## config.mk

```make
export PLATFORM = sky130hd
export DESIGN_NAME = uart_rx_cfg
export DESIGN_NICKNAME = d
export VERILOG_FILES = /design/src/rtl/uart_pkg.sv /design/src/rtl/uart_rx_sampler.sv /design/src/rtl/uart_rx_cfg.sv
export SDC_FILE = /design/constraint.sdc
export NUM_CORES = 1
export LEC_CHECK = 0
export ABC_AREA = 1
export CAP_MARGIN = 30
export CORE_AREA = 4 4 51 99
export CTS_BUF_LIST = sky130_fd_sc_hd__clkbuf_8
export DETAILED_ROUTE_END_ITERATION = 7
export DIE_AREA = 0 0 55 103
export PLACE_DENSITY_LB_ADDON = 0.25
export SLEW_MARGIN = 15
export SYNTH_ARGS = -nofsm -noshare
export SYNTH_HDL_FRONTEND = slang
export SYNTH_SLANG_ARGS = --single-unit
```

## constraint.sdc

```tcl
create_clock -name clk_r -period 3.3 [get_ports clk_r]
set_input_delay 0.33 -clock clk_r [delete_from_list [all_inputs] [get_ports clk_r]]
set_output_delay 0.33 -clock clk_r [all_outputs]
set_load 0.01 [all_outputs]
```

## src/rtl/uart_pkg.sv

```systemverilog
// Shared types, defaults and helpers for the configurable UART receiver.
package uart_pkg;

   localparam int DEF_CLK_DIV     = 100;
   localparam int DEF_DATA_BITS   = 8;
   localparam int DEF_PARITY_EN   = 0;
   localparam int DEF_PARITY_ODD  = 0;
   localparam int DEF_STOP_BITS   = 1;
   localparam int DEF_SYNC_STAGES = 2;

   // Bits per frame for the default configuration: start + data + parity + stop.
   localparam int FRAME_BITS = 1 + DEF_DATA_BITS + DEF_PARITY_EN + DEF_STOP_BITS;

   typedef enum logic [2:0] {
      IDLE,
      START,
      DATA,
      PARITY,
      STOP,
      BREAK
   } rx_state_e;

   // Expected parity bit for a zero-extended data word.
   function automatic logic parity_of(input logic [8:0] word, input logic odd);
      return (^word) ^ odd;
   endfunction

endpackage

```

## src/rtl/uart_rx_sampler.sv

```systemverilog
// Line synchroniser, falling-edge detect, bit-period counter and 3-sample majority vote.
module uart_rx_sampler #(
   parameter int CLK_DIV     = 100,
   parameter int SYNC_STAGES = 2
) (
   input  logic clk_r,
   input  logic rst_n,
   input  logic rx,
   input  logic run,
   output logic rxs,
   output logic fall,
   output logic sample_strobe,
   output logic bit_value
);

   localparam int CW = $clog2(CLK_DIV);
   localparam logic [CW-1:0] CNT_LAST = CW'(CLK_DIV - 1);
   localparam logic [CW-1:0] MID_M1   = CW'(CLK_DIV / 2 - 1);
   localparam logic [CW-1:0] MID      = CW'(CLK_DIV / 2);
   localparam logic [CW-1:0] MID_P1   = CW'(CLK_DIV / 2 + 1);

   logic [SYNC_STAGES-1:0] sync;
   logic                   rxs_d;
   logic                   s0;
   logic                   s1;
   logic [CW-1:0]          cnt;

   assign rxs  = sync[SYNC_STAGES-1];
   assign fall = rxs_d & ~rxs;

   always_ff @(posedge clk_r or negedge rst_n) begin
      if (!rst_n) begin
         sync  <= '1;
         rxs_d <= 1'b1;
         s0    <= 1'b1;
         s1    <= 1'b1;
         cnt   <= '0;
      end else begin
         sync  <= {sync[SYNC_STAGES-2:0], rx};
         rxs_d <= rxs;
         // The edge-detect cycle itself is count 0, so the first counted cycle is 1.
         if (!run)
            cnt <= fall ? CW'(1) : '0;
         else if (cnt == CNT_LAST)
            cnt <= '0;
         else
            cnt <= cnt + 1'b1;
         if (cnt == MID_M1)
            s0 <= rxs;
         if (cnt == MID)
            s1 <= rxs;
      end
   end

   assign sample_strobe = run & (cnt == MID_P1);
   assign bit_value     = (s0 & s1) | (s0 & rxs) | (s1 & rxs);

endmodule

```

## src/rtl/uart_rx_cfg.sv

```systemverilog
// Configurable UART receiver: frame FSM, data shift register and valid/ready holding register.
//
// state  | meaning
// IDLE   | line idle, waiting for a falling edge
// START  | checking the start bit; a bit that votes 1 was a glitch
// DATA   | shifting in data bits, LSB first
// PARITY | checking the parity bit
// STOP   | checking stop bits, delivering the word on the last one
// BREAK  | stop bit was low; waiting for the line to return high
module uart_rx_cfg
   import uart_pkg::*;
#(
   parameter int CLK_DIV     = DEF_CLK_DIV,
   parameter int DATA_BITS   = DEF_DATA_BITS,
   parameter int PARITY_EN   = DEF_PARITY_EN,
   parameter int PARITY_ODD  = DEF_PARITY_ODD,
   parameter int STOP_BITS   = DEF_STOP_BITS,
   parameter int SYNC_STAGES = DEF_SYNC_STAGES
) (
   input  logic                 clk_r,
   input  logic                 rst_n,
   input  logic                 rx,
   output logic [DATA_BITS-1:0] rx_data,
   output logic                 rx_perr,
   output logic                 rx_valid,
   input  logic                 rx_ready,
   output logic                 frame_err,
   output logic                 overrun,
   output logic                 busy
);

   localparam logic [3:0] LAST_DATA = 4'(DATA_BITS - 1);
   localparam logic [3:0] LAST_STOP = 4'(STOP_BITS - 1);

   rx_state_e            state;
   logic [DATA_BITS-1:0] shreg;
   logic [3:0]           bit_idx;
   logic                 perr_int;
   logic [8:0]           par_word;
   logic                 run;
   logic                 rxs;
   logic                 fall;
   logic                 strobe;
   logic                 bit_value;

   assign run  = (state == START) || (state == DATA) || (state == PARITY) || (state == STOP);
   assign busy = (state != IDLE);

   always_comb begin
      par_word                = '0;
      par_word[DATA_BITS-1:0] = shreg;
   end

   uart_rx_sampler #(
      .CLK_DIV     (CLK_DIV),
      .SYNC_STAGES (SYNC_STAGES)
   ) u_sampler (
      .clk_r         (clk_r),
      .rst_n         (rst_n),
      .rx            (rx),
      .run           (run),
      .rxs           (rxs),
      .fall          (fall),
      .sample_strobe (strobe),
      .bit_value     (bit_value)
   );

   always_ff @(posedge clk_r or negedge rst_n) begin
      if (!rst_n) begin
         state     <= IDLE;
         shreg     <= '0;
         bit_idx   <= '0;
         perr_int  <= 1'b0;
         rx_data   <= '0;
         rx_perr   <= 1'b0;
         rx_valid  <= 1'b0;
         frame_err <= 1'b0;
         overrun   <= 1'b0;
      end else begin
         frame_err <= 1'b0;
         overrun   <= 1'b0;
         if (rx_valid && rx_ready)
            rx_valid <= 1'b0;
         case (state)
            IDLE: begin
               if (fall) begin
                  state    <= START;
                  bit_idx  <= '0;
                  perr_int <= 1'b0;
               end
            end
            START: begin
               if (strobe)
                  state <= bit_value ? IDLE : DATA;
            end
            DATA: begin
               if (strobe) begin
                  shreg <= {bit_value, shreg[DATA_BITS-1:1]};
                  if (bit_idx == LAST_DATA) begin
                     bit_idx <= '0;
                     state   <= (PARITY_EN != 0) ? PARITY : STOP;
                  end else begin
                     bit_idx <= bit_idx + 4'd1;
                  end
               end
            end
            PARITY: begin
               if (strobe) begin
                  perr_int <= bit_value ^ parity_of(par_word, 1'(PARITY_ODD));
                  state    <= STOP;
               end
            end
            STOP: begin
               if (strobe) begin
                  if (!bit_value) begin
                     frame_err <= 1'b1;
                     state     <= BREAK;
                  end else if (bit_idx == LAST_STOP) begin
                     // Re-arm at mid stop bit so a back-to-back start edge is not missed.
                     state <= IDLE;
                     if (!rx_valid || rx_ready) begin
                        rx_data  <= shreg;
                        rx_perr  <= perr_int;
                        rx_valid <= 1'b1;
                     end else begin
                        overrun <= 1'b1;
                     end
                  end else begin
                     bit_idx <= bit_idx + 4'd1;
                  end
               end
            end
            BREAK: begin
               if (rxs)
                  state <= IDLE;
            end
            default: state <= IDLE;
         endcase
      end
   end

endmodule

```

==> summary.md, run 1 <==
| Metric | Value |
|---|---|
| Worst Setup Path Type | register to output pin |
| DR DRC count | 0 |
| Initial antenna violation count | 0 |
| Clock share of power | 23.5% |
| GR Util met3 | 3.91% |
| Tcrit/Tclk final | 58.4% |
| GR Layer Usage met1 | 16.3% |
| Full die area | 5670 um2 |
| Routed WL per cell | 11.9 um |
| IO buf count | 16 |
| Worst Hold Path Cells | 0 |
| Grt ovf | 0 |
| Number of diodes | 0 |
| GP Congestion | 0.806 |
| Reg2reg start | u_sampler.sync[1]$_DFF_PN1_ |
| Die Y | 103 um |
| Area of the multi-input gates | 930 um2 |
| R2r setup slk | 1490 ps |
| Worst Hold End | u_sampler.sync[1]$_DFF_PN1_ |
| Max stage delay on crit path | 570 ps |
| Cell internal pwr | 0.802 mW |
| Hold path startpoint | u_sampler.sync[0]$_DFF_PN1_ |
| Net count, final | 290 |
| Pleak | 1.13 nW |
| #FFs+latches synth | 40 |
| Fin. max-slew vios | 0 |
| MaxCap Viol Count | 0 |
| Area grow syn2layout | 15.1% |
| Yosys warns | 0 |
| Mapped Avg Cell Area | 8.05 um2 |
| Max-slew headroom | 64.3% |
| Std cell rows | 34 |
| EDFF count, synth | 0 |
| Setup TNS | 0 ps |
| Layout cells sized above 1 | 12.5% |
| CTS resizes | 0 |
| Clock root buffer | clkbuf_8 |
| Die X | 55 um |
| CTS tree | built |
| Vias | 1673 |
| Syn nets | 268 |
| Crit-path cells | nor2_4 -> nand2_1 -> clkdlybuf4s50_1 |
| Initial Utilization | 48.5% |
| Drt total wl | 3980 um |
| Tmin final | 1930 ps |
| CP Data Arrival Time | 1600 ps |
| Setup Fix Bufs, Post-CTS | 0 |
| Clock slew at reported path FFs | 70 ps |
| Synthesized area | 2080 um2 |
| CP Buf/Inv Count | 1 |
| Area of the core | 4300 um2 |
| Fill cells | 426 |
| Sw frac | 36.6% |
| Crit Path Max Fanout | 9 |
| Final hold viol count | 0 |
| Hold Path Class | register to register |
| Tot Pwr | 1.26 mW |
| GR peak layer | met2 |
| Async S/R FF share, synth | 100% |
| Worst-Margin Slew | 535 ps |
| Final Skew | 7.46 ps |
| Crit-path slowest cell | clkdlybuf4s50_1 |
| First-pass GRT wire length | 6750 um |
| Max Freq | 519 MHz |
| Largest net degree at the start of global routing | 41 |
| P per Cell Area | 527 nW/um2 |
| Distinct cell type count after synthesis | 28 |
| Cts hold-fix bufs | 0 |
| CP required | 2970 ps |
| DRT antenna net count | 0 |
| GRT Total Usage | 16.4% |
| Worst Setup SP | state[0]$_DFFE_PN0P_ |
| FF/Latch Area | 1010 um2 |
| Peak supply drop | 380 uV |
| Flop pwr share | 47.4% |
| Max Root-Sink Buffers | 2 |
| Capture point of the worst reg-to-reg path | rx_data[1]$_DFFE_PN0P_ |
| Met2 Use GR | 29.8% |
| Combinational share of power | 29.1% |
| Clock sinks | 40 |
| Share of the yosys chip area belonging to registers | 48.3% |
| Final setup fails | 0 |
| Net Sw Power | 0.463 mW |
| Detail-routed via count per cell | 4.99 |
| Crit start category | register |
| Initial DRC Count | 42 |
| Critical path's top delay family | buffers and inverters |
| R2R depth | 7 |
| Crit end category | output pin |
| Worst-Skew Late Latency | 290 ps |
| Final HPWL DP | 3060 um |
| Vias in the first global route | 1586 |
| Num CTS Buffers | 5 |
| Outcome | completed |
| DRT Pass-1 Iters | 4 |
| RSZ-0062 raised after global routing | no |
| Main synth FF type | dfrtp_1 |
| Mapped Cells | 259 |
| Number of H-tree levels | 2 |
| I/O pin count | 17 |
-- layout make-up --
type / instances / share of cell area (%)
timing repair buffer: 18 / 8.03
sequential: 40 / 42.0
clock buffer: 5 / 2.87
clock inverter: 2 / 0.365
multi-input combinational: 183 / 38.8
tap: 54 / 2.82
inverter: 33 / 5.16
-- state kept, by name, indices dropped and copies added (netlist names), 2 cells and up --
name	flops
rx_data	8
shreg	8
u_sampler.cnt	7
bit_idx	4
state	3
u_sampler.sync	2
-- kinds of logic after synthesis --
group | synth area share (%)
AND/OR/NAND/NOR | 29.0
flip-flops | 48.3
AO/OA/AOI/OAI | 10.9
buffers and inverters | 7.08
adder cells (fa/ha/maj) | 3.00
XOR/XNOR | 1.68
-- power groups by stage --
| stage | combinational [mW] | sequential, mW | clock (mW) |
|---|---|---|---|
| 2_1_floorplan | 0.284 | 0.581 | 0 |
| 3_3_place_gp | 0.365 | 0.602 | 0 |
| 3_5_place_dp | 0.362 | 0.606 | 0 |
| 4_1_cts | 0.367 | 0.597 | 0.309 |
| 5_1_grt | 0.427 | 0.605 | 0.331 |
| 6_report | 0.368 | 0.599 | 0.298 |
-- layer usage --
metal | vias to the layer above | wire length (um)
li1 | 858 | -
met1 | 784 | 1540
met2 | 21 | 2210
met3 | 10 | 103
met4 | 0 | 123
met5 | - | 0
-- cell usage after synthesis, types with 2 or more instances --
library cell / number / area [um2]
nand2_2: 3 / 18.8
nor2_1: 21 / 78.8
nand2_1: 82 / 308
inv_2: 2 / 7.51
a21oi_1: 4 / 20.0
inv_1: 31 / 116
o21ai_2: 8 / 70.1
nand3_2: 2 / 20.0
dfrtp_1: 35 / 876
nand3_1: 13 / 65.1
dfstp_2: 5 / 131
o21ai_0: 23 / 115
nor3_1: 5 / 25.0
nor2_4: 2 / 22.5
nor2_2: 2 / 12.5
ha_1: 5 / 62.6
xor2_1: 3 / 26.3
nand4_1: 3 / 18.8
-- worst register-to-register path: stages (launching register included) --
cell and delay (ps):
dfstp_2 560, nand2_1 70, a21oi_2 300, inv_2 120
nor3_4 270, nand2_4 190, nand2_1 130, o21ai_2 50
-- through the flow --
step / area [um2] / setup WS [ps] / hold slack [ps] / utilization (%) / instances
final: 2400 / 1370 / 358 / 55.8 / 335
after global routing: 2400 / 1310 / 359 / 55.8 / 335
after CTS: 2360 / 1370 / 191 / 55.0 / 333
after detailed placement: 2280 / 1470 / 347 / 53.1 / 326
after global placement: 2280 / 1500 / 346 / 53.1 / 326
after floorplan: 2080 / 1690 / 34.4 / - / 259
-- worst max path at each step --
stage / end / depth (start not counted)
floorplan: rx_data[6]$_DFFE_PN0P_ / 8
global placement: rx_data[7]$_DFFE_PN0P_ / 7
detailed placement: rx_data[1]$_DFFE_PN0P_ / 7
CTS: busy / 3
global route: busy / 3
finish: busy / 3
-- cells in the final DEF (no fill, tap or decap), types with 2 or more instances in the layout --
master / netlist / layout
dfstp_2: 5 / 5
nand2_1: 82 / 82
nand3_2: 2 / 2
nor2_2: 2 / 2
dfrtp_1: 35 / 35
clkdlybuf4s50_1: 0 / 15
nand2_2: 3 / 3
xor2_1: 3 / 3
o21ai_2: 8 / 8
nor3_1: 5 / 5
inv_2: 2 / 2
nand4_1: 3 / 3
nor2_1: 21 / 21
a21oi_1: 4 / 4
ha_1: 5 / 5
inv_1: 31 / 32
nor2_4: 2 / 2
o21ai_0: 23 / 23
clkbuf_8: 0 / 5
nand3_1: 13 / 13
No activity file was read; power rests on OpenSTA's default activity.
==> run 2, diff against run 1 <==
==> constraint.sdc (replaced) <==
create_clock -name clk_r -period 1.6 [get_ports clk_r]
set_input_delay 0.16 -clock clk_r [delete_from_list [all_inputs] [get_ports clk_r]]
set_output_delay 0.16 -clock clk_r [all_outputs]
set_load 0.01 [all_outputs]
==> summary.md, run 2 (same netlist as run 1, synthesis figures left out) <==
| Metric | Value |
|---|---|
| Drt total wl | 4230 um |
| Pleak | 1.24 nW |
| Clock sinks | 40 |
| Num CTS Buffers | 5 |
| Final Skew | 7.25 ps |
| Detail-routed via count per cell | 4.97 |
| Initial DRC Count | 26 |
| Hold path startpoint | rx |
| Final setup fails | 0 |
| Worst Hold Path Cells | 1 |
| Die X | 55 um |
| First-pass GRT wire length | 6820 um |
| Combinational share of power | 33.5% |
| Largest regs | rx_data: 8 flops, shreg: 8 flops, u_sampler.cnt: 7 flops |
| GRT Total Usage | 16.4% |
| GP Congestion | 0.798 |
| Crit end category | register |
| DR DRC count | 0 |
| R2R depth | 8 |
| MaxCap Viol Count | 0 |
| Number of H-tree levels | 2 |
| Flop pwr share | 42.9% |
| Std cell rows | 34 |
| Hold Path Class | input port to register |
| Peak supply drop | 674 uV |
| Clock slew at reported path FFs | 80 ps |
| DRT Pass-1 Iters | 4 |
| Dpl cells | 341 |
| DRT antenna net count | 0 |
| Capture point of the worst reg-to-reg path | rx_data[2]$_DFFE_PN0P_ |
| Routed WL per cell | 11.9 um |
| Initial Utilization | 48.5% |
| R2r setup slk | 20 ps |
| Max stage delay on crit path | 360 ps |
| Clock share of power | 23.6% |
| Number of diodes | 0 |
| CP Data Arrival Time | 1800 ps |
| I/O pin count | 17 |
| Die Y | 103 um |
| Most frequent cells in the layout | 77 x nand2_1, 33 x dfrtp_1, 30 x inv_1 |
| Reg2reg start | u_sampler.cnt[1]$_DFF_PN0_ |
| Area of the core | 4300 um2 |
| Crit Path Max Fanout | 8 |
| Max Freq | 634 MHz |
| Vias in the first global route | 1632 |
| Fin. max-slew vios | 0 |
| Crit-path cells | ha_2 -> nand2_2 -> nor2_4 -> inv_2 -> nor3_4 -> buf_6 -> nand2_4 -> o21ai_2 |
| Crit-path slowest cell | dfrtp_1 |
| Net Sw Power | 1.02 mW |
| RSZ-0062 raised after global routing | yes |
| Worst-Skew Late Latency | 290 ps |
| Final HPWL DP | 3080 um |
| P per Cell Area | 1070 nW/um2 |
| Max Root-Sink Buffers | 2 |
| CP required | 1820 ps |
| Worst-Margin Slew | 497 ps |
| Grt ovf | 0 |
| Cell internal pwr | 1.78 mW |
| CTS tree | built |
| Max-slew headroom | 66.9% |
| Final core utilization | 60.8% |
| Layout cells sized above 1 | 22.8% |
| Sw frac | 36.4% |
| Final hold viol count | 0 |
| Crit start category | register |
| Tcrit/Tclk final | 98.6% |
| Final cell count without fillers | 357 |
| Initial antenna violation count | 0 |
| Outcome | completed |
| IO buf count | 16 |
| Worst Hold End | u_sampler.sync[0]$_DFF_PN1_ |
| Clock root buffer | clkbuf_8 |
| Worst Setup Path Type | register to register |
| Commonest non-fill, non-tap cell in the layout | nand2_1 |
| Net count, final | 311 |
| Area grow syn2layout | 25.4% |
| Vias | 1775 |
| Full die area | 5670 um2 |
| Largest net degree at the start of global routing | 41 |
| Tmin final | 1580 ps |
==> run 2: cell types whose count changed in the layout (fill, tap and decap cells not counted), sizes merged <==
cell / delta
buf: +19
clkdlybuf4s50: -1
clkinv: +2
dlygate4sd2: +1
inv: -1
nand2: +2
==> run 2: stage by stage <==
| step | setup WS [ps] | instance area [um2] | hold WS (ps) | power, mW | TNS [ps] |
|---|---|---|---|---|---|
| after floorplan | 26.7 | 2090 | -136 | 1.78 | 0 |
| after global placement | 70.6 | 2420 | 248 | 2.11 | 0 |
| after detailed placement | 23.9 | 2420 | 247 | 2.11 | 0 |
| after CTS | 7.58 | 2510 | 254 | 2.78 | 0 |
| after global routing | -65.2 | 2610 | 261 | 3.01 | -595 |
| final | 22.6 | 2610 | 262 | 2.79 | 0 |
==> run 2: how the worst max path moves through the flow <==
stage,slack [ps],cells past startpoint,to,start
3_3_place_gp,70,7,rx_data[7]$_DFFE_PN0P_,u_sampler.sync[1]$_DFF_PN1_
5_1_grt,-70,8,rx_data[5]$_DFFE_PN0P_,u_sampler.cnt[3]$_DFF_PN0_
3_5_place_dp,20,7,rx_data[7]$_DFFE_PN0P_,u_sampler.sync[1]$_DFF_PN1_
6_report,20,8,rx_data[2]$_DFFE_PN0P_,u_sampler.cnt[1]$_DFF_PN0_
4_1_cts,8,7,rx_data[7]$_DFFE_PN0P_,u_sampler.sync[1]$_DFF_PN1_
2_1_floorplan,30,8,rx_data[6]$_DFFE_PN0P_,u_sampler.sync[1]$_DFF_PN1_
==> run 2: routing by layer <==
layer / part of all wire (%) / vias up / GRT usage, %
li1: - / 909 / -
met2: 58 / 23 / 30.0
met4: 2.1 / 0 / 6.74
met5: 0 / - / 0
met3: 2.5 / 8 / 3.18
met1: 38 / 835 / 17.2
==> run 2: repair_timing <==
action                                 4_1_cts  5_1_grt
gates cloned                                 0        2
resized for setup                            3       15
hold buffers                                 1        0
pin swaps                                    0        8
setup buffers                                0        5
endpoints found under the hold margin       35        0
setup endpoints to repair                    1       19
==> run 2: area by class of cell <==
class,count,area (um2)
sequential,40,1010
multi-input combinational,185,991
tap,54,67.6
clock inverter,3,18.8
clock buffer,5,68.8
fill,378,1680
timing repair buffer,37,334
inverter,33,124
==> run 2: power groups by stage <==
stage               logic, mW  clock network, mW  registers, mW
finish                  0.935              0.660           1.20
detailed placement      0.901                  0           1.21
global placement        0.895                  0           1.21
floorplan               0.587                  0           1.20
global route             1.07              0.733           1.21
CTS                     0.897              0.691           1.20
==> run 2: worst max-delay path, delay by kind of cell, from the launching register on <==
| kind | cells | cell delay [ps] |
|---|---|---|
| adders and majority gates | 1 | 190 |
| buffers and inverters | 2 | 230 |
| DFF | 1 | 360 |
| AOI/OAI and AO/OA | 1 | 150 |
| and+or+nand+nor | 4 | 570 |
==> run 3, diff against run 2 <==
==> constraint.sdc (replaced) <==
create_clock -name clk_r -period 1.6 [get_ports clk_r]
set_input_delay 0.16 -clock clk_r [delete_from_list [all_inputs] [get_ports clk_r]]
set_output_delay 0.16 -clock clk_r [all_outputs]
set_load 0.05 [all_outputs]
==> summary.md, run 3 (same netlist as run 1, synthesis figures left out) <==
| Metric | Value |
|---|---|
| Outcome | completed |
| Hold Path Class | input port to register |
| Most frequent cells in the layout | 77 x nand2_1, 35 x dfrtp_1, 31 x inv_1 |
| Clock slew at reported path FFs | 80 ps |
| Crit Path Max Fanout | 5 |
| Clock share of power | 23.1% |
| Final hold viol count | 0 |
| Tcrit/Tclk final | 97.0% |
| Net Sw Power | 1.12 mW |
| GP Congestion | 0.775 |
| Pleak | 1.28 nW |
| Final cell count without fillers | 358 |
| Peak supply drop | 1070 uV |
| Crit-path slowest cell | dfstp_2 |
| Die X | 55 um |
| Worst-Margin Slew | 487 ps |
| Max-slew headroom | 67.5% |
| Sw frac | 37.0% |
| Area of the multi-input gates | 985 um2 |
| Final core utilization | 60.8% |
| Max Freq | 645 MHz |
| DRT antenna net count | 0 |
| Crit end category | register |
| Grt ovf | 0 |
| Full die area | 5670 um2 |
| Die Y | 103 um |
| Critical path's top delay family | flip-flops |
| DR DRC count | 0 |
| Worst Hold Slack | 270 ps |
| Detail-routed via count per cell | 4.91 |
| CP Buf/Inv Count | 2 |
| Net count, final | 312 |
| I/O pin count | 17 |
| Crit start category | register |
| Fin. max-slew vios | 0 |
| Initial Utilization | 48.5% |
| Initial DRC Count | 26 |
| MaxCap Viol Count | 0 |
| Num CTS Buffers | 5 |
| Vias in the first global route | 1697 |
| Setup WS post-layout | 48.5 ps |
| Number of diodes | 0 |
| Tmin final | 1550 ps |
| RSZ-0062 raised after global routing | yes |
| Largest regs | rx_data: 8 flops, shreg: 8 flops, u_sampler.cnt: 7 flops |
| Routed WL per cell | 12.4 um |
| Fill cells | 386 |
| CP Data Arrival Time | 1740 ps |
| Tot Pwr | 3.02 mW |
| IO buf count | 16 |
| Cell internal pwr | 1.90 mW |
| Final setup fails | 0 |
| Number of H-tree levels | 2 |
| Post-Place Setup Slack | 17.8 ps |
| DP Area | 2410 um2 |
| Std cell rows | 34 |
| Vias | 1756 |
| Initial antenna violation count | 0 |
| CP required | 1790 ps |
| Max stage delay on crit path | 560 ps |
| Largest net degree at the start of global routing | 22 |
| Combinational share of power | 37.7% |
| Final HPWL DP | 3350 um |
| Layout cells sized above 1 | 26.6% |
| Drt total wl | 4450 um |
| DRT Pass-1 Iters | 4 |
| Final Skew | 5.39 ps |
| Setup TNS | 0 ps |
| Post-route cell area | 2610 um2 |
| Area of the core | 4300 um2 |
| Max Root-Sink Buffers | 2 |
| Crit-path cells | nand2_2 -> a21oi_4 -> inv_2 -> nor3_4 -> buf_6 -> nand2_4 -> nand2_1 -> o21ai_2 |
| Area grow syn2layout | 25.3% |
| Worst-Skew Late Latency | 290 ps |
| Commonest non-fill, non-tap cell in the layout | nand2_1 |
| P per Cell Area | 1150 nW/um2 |
| CTS tree | built |
| FF/Latch Area | 1010 um2 |
| Flop pwr share | 39.2% |
| Worst Setup Path Type | register to register |
| Clock sinks | 40 |
| GRT Total Usage | 17.8% |
| Dpl cells | 341 |
| Clock root buffer | clkbuf_8 |
| First-pass GRT wire length | 7270 um |
[run 3: power by group through the flow]
stage / combinational (mW) / sequential [mW] / clock (mW)
final: 1.14 / 1.18 / 0.696
after global routing: 1.27 / 1.19 / 0.773
after CTS: 1.07 / 1.18 / 0.718
after detailed placement: 1.06 / 1.20 / 0
after global placement: 1.04 / 1.19 / 0
after floorplan: 0.644 / 1.20 / 0
[run 3: metal layers]
metal	GRT usage (%)	vias up	wire, um
li1	-	908	-
met1	17.7	828	1610
met2	33.5	15	2670
met3	4.05	5	108
met4	6.74	0	66
met5	0	-	0
[run 3: area by class of cell]
type                            count  area share, %
Timing Repair Buffer               38           12.8
Inverter                           33           4.74
Sequential cell                    40           38.6
Multi-Input combinational cell    185           37.7
Clock buffer                        6           3.16
Tap cell                           54           2.59
Clock inverter                      2          0.383
[run 3: worst paths after layout]
path | endpoint | start | depth (start not counted) | slack [ps]
worst min-delay path | u_sampler.sync[0]$_DFF_PN1_ | rx | 1 | 270
worst max-delay path | rx_data[7]$_DFFE_PN0P_ | u_sampler.sync[1]$_DFF_PN1_ | 8 | 50
min in group asynchronous | rx_data[6]$_DFFE_PN0P_ | rst_n | 2 | 350
worst max register to register | rx_data[7]$_DFFE_PN0P_ | u_sampler.sync[1]$_DFF_PN1_ | 8 | 50
worst min register to register | u_sampler.sync[1]$_DFF_PN1_ | u_sampler.sync[0]$_DFF_PN1_ | 0 | 370
max in group asynchronous | bit_idx[0]$_DFFE_PN0P_ | rst_n | 3 | 770
[run 3: timing repair]
action | CTS | global route
hold buffers | 1 | 0
buffers inserted | 0 | 6
pin swaps | 0 | 10
hold endpoints to repair | 14 | 0
gates cloned | 0 | 2
setup endpoints to repair | 1 | 19
gates resized for setup | 1 | 19
